### src/rtl/ifetch_ctrl.sv
// Instruction fetch controller: one-cycle-latency memory, small in-order queue, redirect flush.
// Optional macro IFETCH_MISALIGN_CHECK_EN halts fetch on a misaligned redirect target.
module ifetch_ctrl #(
  parameter logic [31:0] RESET_PC = 32'h0000_0000,
  parameter int          DEPTH    = 2
) (
  input  logic        clk,
  input  logic        reset,
  input  logic        redirect_valid,
  input  logic [31:0] redirect_pc,
  output logic        mem_req,
  output logic [31:0] mem_addr,
  input  logic [31:0] mem_rdata,
  input  logic        id_ready,
  output logic        id_valid,
  output logic [31:0] id_instr,
  output logic [31:0] id_pc,
  output logic        misalign_fault
);

  localparam int PTR_W = (DEPTH > 2) ? 2 : 1;
  localparam int CNT_W = $clog2(DEPTH + 1);

  logic [31:0]      fetch_pc_q, fetch_pc_d;
  logic [31:0]      inflight_pc_q, inflight_pc_d;
  logic             inflight_q, inflight_d;
  logic [PTR_W-1:0] head_q, head_d, tail_q, tail_d;
  logic [CNT_W-1:0] count_q, count_d;
  logic [31:0]      instr_mem_q [DEPTH];
  logic [31:0]      pc_mem_q    [DEPTH];

  logic             enq, deq, halt, redir_bad;
  logic [31:0]      redir_pc;
  logic [CNT_W:0]   occ_after;

  function automatic logic [PTR_W-1:0] ptr_inc(input logic [PTR_W-1:0] p);
    return (p == PTR_W'(DEPTH - 1)) ? '0 : p + 1'b1;
  endfunction

`ifdef IFETCH_MISALIGN_CHECK_EN
  logic fault_q, fault_d;
  assign redir_pc       = redirect_pc;
  assign redir_bad      = (redirect_pc[1:0] != 2'b00);
  assign halt           = fault_q;
  assign misalign_fault = fault_q;

  always_comb begin
    fault_d = fault_q;
    if (redirect_valid) fault_d = redir_bad;
  end

  always_ff @(posedge clk or posedge reset) begin
    if (reset) fault_q <= 1'b0;
    else       fault_q <= fault_d;
  end
`else
  logic unused_low_bits;
  assign unused_low_bits = ^redirect_pc[1:0];
  assign redir_pc        = {redirect_pc[31:2], 2'b00};
  assign redir_bad       = 1'b0;
  assign halt            = 1'b0;
  assign misalign_fault  = 1'b0;
`endif

  assign id_valid = (count_q != '0);
  assign id_instr = id_valid ? instr_mem_q[head_q] : 32'h0;
  assign id_pc    = id_valid ? pc_mem_q[head_q]    : 32'h0;
  assign mem_addr = fetch_pc_q;

  // A response in flight always lands next cycle, so it is counted as already occupying a slot.
  always_comb begin
    enq       = inflight_q && !redirect_valid;
    deq       = id_valid && id_ready && !redirect_valid;
    occ_after = {1'b0, count_q} + (CNT_W + 1)'(inflight_q) - (CNT_W + 1)'(deq);
    mem_req   = !reset && !redirect_valid && !halt && (occ_after < (CNT_W + 1)'(DEPTH));
  end

  always_comb begin
    fetch_pc_d    = fetch_pc_q;
    inflight_d    = mem_req;
    inflight_pc_d = fetch_pc_q;
    head_d        = head_q;
    tail_d        = tail_q;
    count_d       = count_q;
    if (redirect_valid) begin
      // Flush; the response arriving this cycle is dropped by not enqueuing it.
      fetch_pc_d = redir_pc;
      head_d     = '0;
      tail_d     = '0;
      count_d    = '0;
    end else begin
      if (mem_req) fetch_pc_d = fetch_pc_q + 32'd4;
      if (enq)     tail_d     = ptr_inc(tail_q);
      if (deq)     head_d     = ptr_inc(head_q);
      count_d = count_q + CNT_W'(enq) - CNT_W'(deq);
    end
  end

  always_ff @(posedge clk or posedge reset) begin
    if (reset) begin
      fetch_pc_q    <= RESET_PC;
      inflight_q    <= 1'b0;
      inflight_pc_q <= 32'h0;
      head_q        <= '0;
      tail_q        <= '0;
      count_q       <= '0;
    end else begin
      fetch_pc_q    <= fetch_pc_d;
      inflight_q    <= inflight_d;
      inflight_pc_q <= inflight_pc_d;
      head_q        <= head_d;
      tail_q        <= tail_d;
      count_q       <= count_d;
    end
  end

  always_ff @(posedge clk or posedge reset) begin
    if (reset) begin
      for (int i = 0; i < DEPTH; i++) begin
        instr_mem_q[i] <= 32'h0;
        pc_mem_q[i]    <= 32'h0;
      end
    end else if (enq) begin
      instr_mem_q[tail_q] <= mem_rdata;
      pc_mem_q[tail_q]    <= inflight_pc_q;
    end
  end

endmodule
### config.mk
export PLATFORM = sky130hd
export DESIGN_NAME = ifetch_ctrl
export DESIGN_NICKNAME = d
export VERILOG_FILES = /design/src/rtl/ifetch_ctrl.sv
export SDC_FILE = /design/constraint.sdc
export NUM_CORES = 1
export LEC_CHECK = 0
export BUFFER_PORTS_ARGS = -buffer_cell sky130_fd_sc_hd__clkbuf_2
export CAP_MARGIN = 20
export CORE_AREA = 8 8 133 135
export DETAILED_ROUTE_END_ITERATION = 16
export DIE_AREA = 0 0 141 143
export PLACE_DENSITY = 0.76
export REMOVE_ABC_BUFFERS = 1
export SETUP_SLACK_MARGIN = 0.1
export SYNTH_ARGS = -nofsm -noshare
export SYNTH_HDL_FRONTEND = slang
export SYNTH_SLANG_ARGS = --single-unit
### constraint.sdc
create_clock -name clk -period 7.4 [get_ports clk]
set_clock_uncertainty 0.1 [all_clocks]
set_input_delay 0.74 -clock clk [delete_from_list [all_inputs] [get_ports clk]]
set_output_delay 0.74 -clock clk [all_outputs]
set_load 0.01 [all_outputs]
Word level (Yosys, flattened, before mapping) --
Cells that the tools add are included.
Word-level totals: output and inout bits 99, word-level logic and storage cells 56, bits in latches 0, flip-flop bits (word level) 197, memories 0, memory bits (writable) 0, memory bits (read-only) 0, input bits 68
Operators by class: multiplexer cells 21, shift operators 0, add/sub/neg operators 7, bitwise operators 2, divide/modulo/power cells 0, eq/ne operators 0, reductions and logical operators 12, multiply operators 0, magnitude comparators 4
Operators by type and width (number):
- 32-bit two-way mux | 11
- 64-bit bitwise mux | 2
- 32-bit by 3-bit adder with 32-bit output (second input constant) | 1
- 32-bit demux with 1-bit select | 1
- 2-bit nonzero test | 4
- 1-bit logical AND | 6
- 1-bit two-way mux | 6
- 2-bit >= comparator (second input constant) | 2
- 1-bit inverter with 2-bit output | 2
- 2-bit by 1-bit adder with 3-bit output | 1
- 3-bit by 2-bit less-than comparator with 1-bit output (second input constant) | 1
- 3-bit by 1-bit subtractor with 3-bit output | 1
- 1-bit adder (second input constant) | 2
- 2-bit by 1-bit adder with 2-bit output | 1
- 1-bit zero test | 2
- 2-bit by 1-bit less-than comparator with 1-bit output (second input constant) | 1
- 2-bit two-way mux | 1
- 2-bit by 1-bit subtractor with 2-bit output | 1

Longest topological paths before layout --
word-level depth 8, gate-level depth with buffers 14, mapped depth without buffers 11

Worst setup path after synthesis --
Ideal clock, no wire load.
kind input port to output port, start in redirect_valid, end out mem_req, path buffers 2, cell stages on the path 9, required time 6.560 ns, data arrival time 2.864 ns, slack 3.696 ns, cells stage by stage clkbuf_1 -> clkbuf_1 -> nor2_1 -> ha_1 -> nand2b_1 -> fa_1 -> xnor2_4 -> nand2_1 -> nor2_1
Between the ends: word-level cells in the longest chain between the ends 5, elaborated cells between the ends (all ways) 6, classes of those cells add/sub (1); order compare (1); reduce/logical (4)
Ends and longest elaborated chain:
- from (decl) | line 9 | input logic redirect_valid,
- 1-bit zero test * | line 73, 75
- 1-bit logical AND | line 73 | deq = id_valid && id_ready && !redirect_valid;
- 3-bit by 1-bit subtractor with 3-bit output | line 74 | occ_after = {1'b0, count_q} + (CNT_W + 1)'(inflight_q) - (CNT_W + 1)'(deq);
- 3-bit by 2-bit less-than comparator with 1-bit output | line 75 | mem_req = !reset && !redirect_valid && !halt && (occ_after < (CNT_W + 1)'(DEPTH));
- 1-bit logical AND * | line 75
- to (decl) | line 11 | output logic mem_req,
Mark *: on every way between the ends. The rest lies on a longest branch, timed or not.

Worst setup path after layout --
start reg count_q[1], end reg fetch_pc_q[27] (netlist: mem_addr[27])
Between the ends: word-level cells in the longest chain between the ends 7, elaborated cells between the ends (all ways) 8, classes of those cells add/sub (2); order compare (1); reduce/logical (5)
Ends and longest elaborated chain:
- from (decl) | line 28 | logic [CNT_W-1:0] count_q, count_d;
- from (signal assigned) | line 113 | count_q <= count_d;
- branches (longest 3 deep; another with 2-bit by 1-bit adder with 3-bit output)
- 3-bit by 1-bit subtractor with 3-bit output * | line 74
- 3-bit by 2-bit less-than comparator with 1-bit output * | line 75
- 1-bit logical AND * | line 75
- 2-bit nonzero test (no source line) *
- to (signal assigned) | line 108 | fetch_pc_q <= fetch_pc_d;
- to (decl) | line 24 | logic [31:0] fetch_pc_q, fetch_pc_d;
Mark *: on every way between the ends. A chain may end at the register's enable or synchronous reset.

==> results.yml <==
routing:
  ant_nets: 0
  first_pass_iters: 4
  route.top_layer_used: "met4"
  totalWireLength_mm: 19.2
  met3_wirelength_mm: 1.19
  via_count: 5798
  detailedRoute.firstIterationViolations: 315
  mean_routed_wirelength_per_cell_microns: 18.2
  post-route-drc-count: 0
  met1Wirelength_mm: 8.65
  met2WireLength_mm: 9.11
  post_drt_via_cell_ratio: 5.51
logic_synthesis:
  synth_cell_type_count: 46
  synthesis.yosys.warnings: 0
  ys_seq_elements: 189
  syn_inst: 681
  synth_enable_flop_cells: 0
  avgSynthCellArea_sq_um: 12.4
  synth_flop_cell: "dfrtp_1"
  synth_sequential_area_ratio: 0.560
  synth_largest_area_cell: "dfrtp_1"
  postSynth.asyncResetShare: 1.00
  synth.area.top_cells: "dfrtp_1 56%, mux2_2 17%, mux2i_1 7.5%, nor2_1 3.6%, or4_1 1.5%"
  synth.cell_area_sq_mm: 0.00844
  yosysTopAreaCellShare: 0.560
timing:
  tightest_slew_ns: 1.06
  maxClockFrequency_ghz: 0.239
  final_hold_viol_count: 0
  final_period_demand_of_the_worst_path_ns: 4.18
  timing_max_transition_violations_final: 0
  setup_viol: 0
  total_negative_setup_slacks_ns: 0
  part_of_the_cycle_the_worst_path_needs: 0.565
  grt_setup_unrepaired: "false"
  hold-worst-slack_ns: 0.339
  max-slew-margin-rel: 0.295
clock_network:
  clock_tree.root_cell: "clkbuf_16"
  post-cts-setup-buffer-count: 0
  tritoncts: "built"
  cts_hold_buffers: 0
  cts_max_path_buffers: 2
  worst_setup_hold_path_clk_slew_ns: 0.06
  numCtsBuffers: 17
  cts_resized: 0
  cts_sinks: 189
  clock_insertion_delay_worst_skew_ns: 0.42
  h-tree-depth: 4
worst_setup_path:
  critical_path_buf_inv_count: 1
  end_kind: "flop"
  timing.critical_path.slowest_cell_delay_ns: 0.76
  worst-path-stages: 11
  rr_worst_depth: 11
  timing.critical_path.slowest_stage_cell: "nand4_1"
  crit-reg2reg-launch: "count_q[1]"
  path_cells: "nor2_4 -> inv_1 -> nand2_1 -> nor2_1 -> ha_1 -> nand2b_1 -> fa_1 -> nor2b_1 -> nand4_1 -> or4_1 -> a31oi_1"
  setup.worst_path.class: "reg2reg"
  critPathRequiredTime_ns: 7.64
  worst-endpoint-arrival_ns: 4.42
  worstPathMaxFanout: 20
  critical-path-top-delay-family: "simple AND/OR/NAND/NOR gates"
  nature_of_the_critical_path_startpoint: "flop"
  timing.critical_path.from: "count_q[1]"
run_status:
  outcome: "completed"
final_layout:
  seq_area_sq_mm: 0.00473
  final_net_count: 897
  num_antenna_cells: 0
  syn_to_final_growth_pct: 18.7
  final_area_sq_mm: 0.0100
  multiInputGateArea_sq_mm: 0.00352
  ratio_of_cells_with_drive_above_1_in_the_final_layout: 0.389
  fill_cells: 1236
placed_design:
  routability_congestion_estimate: 0.821
  dp.final_hpwl_mm: 12.6
  placed_cell_area_sq_mm: 0.00938
  numPortBuffers: 159
hold_path:
  timing.hold.worst_path_depth: 0
  worstHoldStart: "mem_addr[31]"
  class_of_the_most_critical_hold_timing_path: "reg2reg"
power_and_ir_drop:
  power.clock.fraction: 0.265
  power-per-cell-area_mw_per_mm2: 340
  p_switching_uw: 993
  vdd.ir_drop.worst_mv: 0.182
  switching_share: 0.292
  leakagePower_nw: 4.51
  p_int_mw: 2.41
  p_comb_frac: 0.261
  power.share.sequential: 0.475
floorplanning:
  rows: 46
  dieWidth_microns: 141
  chipHeight_microns: 143
  core-area_sq_mm: 0.0156
  num_io_pins: 167
  die_area_sq_mm: 0.0202
  floorplan.initialDensity: 0.541
flow_run:
  max_cap_violations: 0
global_routing:
  grt_use_total: 0.194
  grt_start_max_net_pins: 105
  grt_antenna_before_repair: 0
  overflow_left_after_global_routing: 0
  grt_pass1_vias: 6246
  grt_first_pass_wirelength_mm: 31.0
[routing by layer]
layer	up-vias	track usage
met5	-	0
met3	26	0.0538
li1	2696	-
met1	2881	0.246
met2	195	0.314
met4	0	0.0718
[worst paths after layout]
kind / slack [ns] / end
worst max-delay path: 3.22 / mem_addr[27]
worst min-delay path: 0.34 / inflight_pc_q[31]
worst max register to register: 3.22 / mem_addr[27]
worst min register to register: 0.34 / inflight_pc_q[31]
max in group asynchronous: 5.58 / head_q
min in group asynchronous: 0.38 / inflight_q
[registers in the layout, summed over array words and instances (netlist names)]
register	flops
pc_mem_q	60
inflight_pc_q	30
mem_addr	30
inflight_q	1
count_q	2
head_q	1
instr_mem_q	64
tail_q	1
[layout make-up]
cell class / instances / area share
Clock inverter: 5 / 0.00799
Sequential cell: 189 / 0.472
Timing Repair Buffer: 165 / 0.0879
Multi-Input combinational cell: 443 / 0.351
Inverter: 8 / 0.00375
Tap cell: 216 / 0.0270
Clock buffer: 27 / 0.0502
[cell usage after synthesis (all sizes together) (6+ instances only)]
cell / count
nand4: 11
buf: 22
nand3: 15
nand2: 32
mux2: 124
and4: 6
mux2i: 63
dfrtp: 189
a31oi: 10
or4: 17
o31ai: 9
xor2: 8
o211ai: 9
inv: 8
nor2: 82
clkbuf: 23
o21ai: 10
[layout by cell type (no fill, tap or decap), types with 3 or more instances in the layout]
cell and count:
and4_1 5, buf_4 4, and2_1 4, nor2b_1 4, mux2_2 124, a21oi_1 3
o211ai_1 9, ha_1 4, clkbuf_1 6, and3_1 3, inv_1 7, o311ai_0 3
nand2_1 32, mux2i_1 63, o31ai_1 9, xnor2_1 3, nor2_1 80, clkbuf_8 4
o21ai_0 10, or4_1 17, or3_1 3, clkbuf_2 159, dfrtp_1 188, conb_1 5
a31oi_1 10, nand4_1 9, nand3_1 14, xor2_1 8, clkbuf_16 17
[worst reg2reg max path: stages, from the launching register on]
cell	delay, ns
dfrtp_1	0.52
nor2_4	0.17
inv_1	0.06
nand2_1	0.12
nor2_1	0.08
ha_1	0.28
nand2b_1	0.15
fa_1	0.48
nor2b_1	0.47
nand4_1	0.76
or4_1	0.71
a31oi_1	0.19
[power by group through the flow]
stage               registers [mW]  clock network, mW  logic, mW
floorplan                     1.58                  0      0.647
global placement              1.62                  0      0.840
detailed placement            1.65                  0      0.878
CTS                           1.63              0.921      0.882
global route                  1.67              0.960      0.983
finish                        1.62              0.901      0.888
[kinds of logic after synthesis]
logic type / synth area share
flops: 0.560
mux: 0.240
simple gates: 0.108
buf+inv: 0.0285
compound gates: 0.0394
xor+xnor: 0.0147
fa+ha+maj: 0.00830
other cells: 0.000444
[through the flow]
stage	power (mW)	instances	setup WS, ns	utilization
after floorplan	2.23	640	1.42	-
after global placement	2.46	1019	2.94	0.602
after detailed placement	2.53	1019	2.82	0.602
after CTS	3.44	1051	3.23	0.639
after global routing	3.61	1053	2.91	0.642
final	3.40	1053	3.22	0.642
Power figures use the tool's default switching activity.
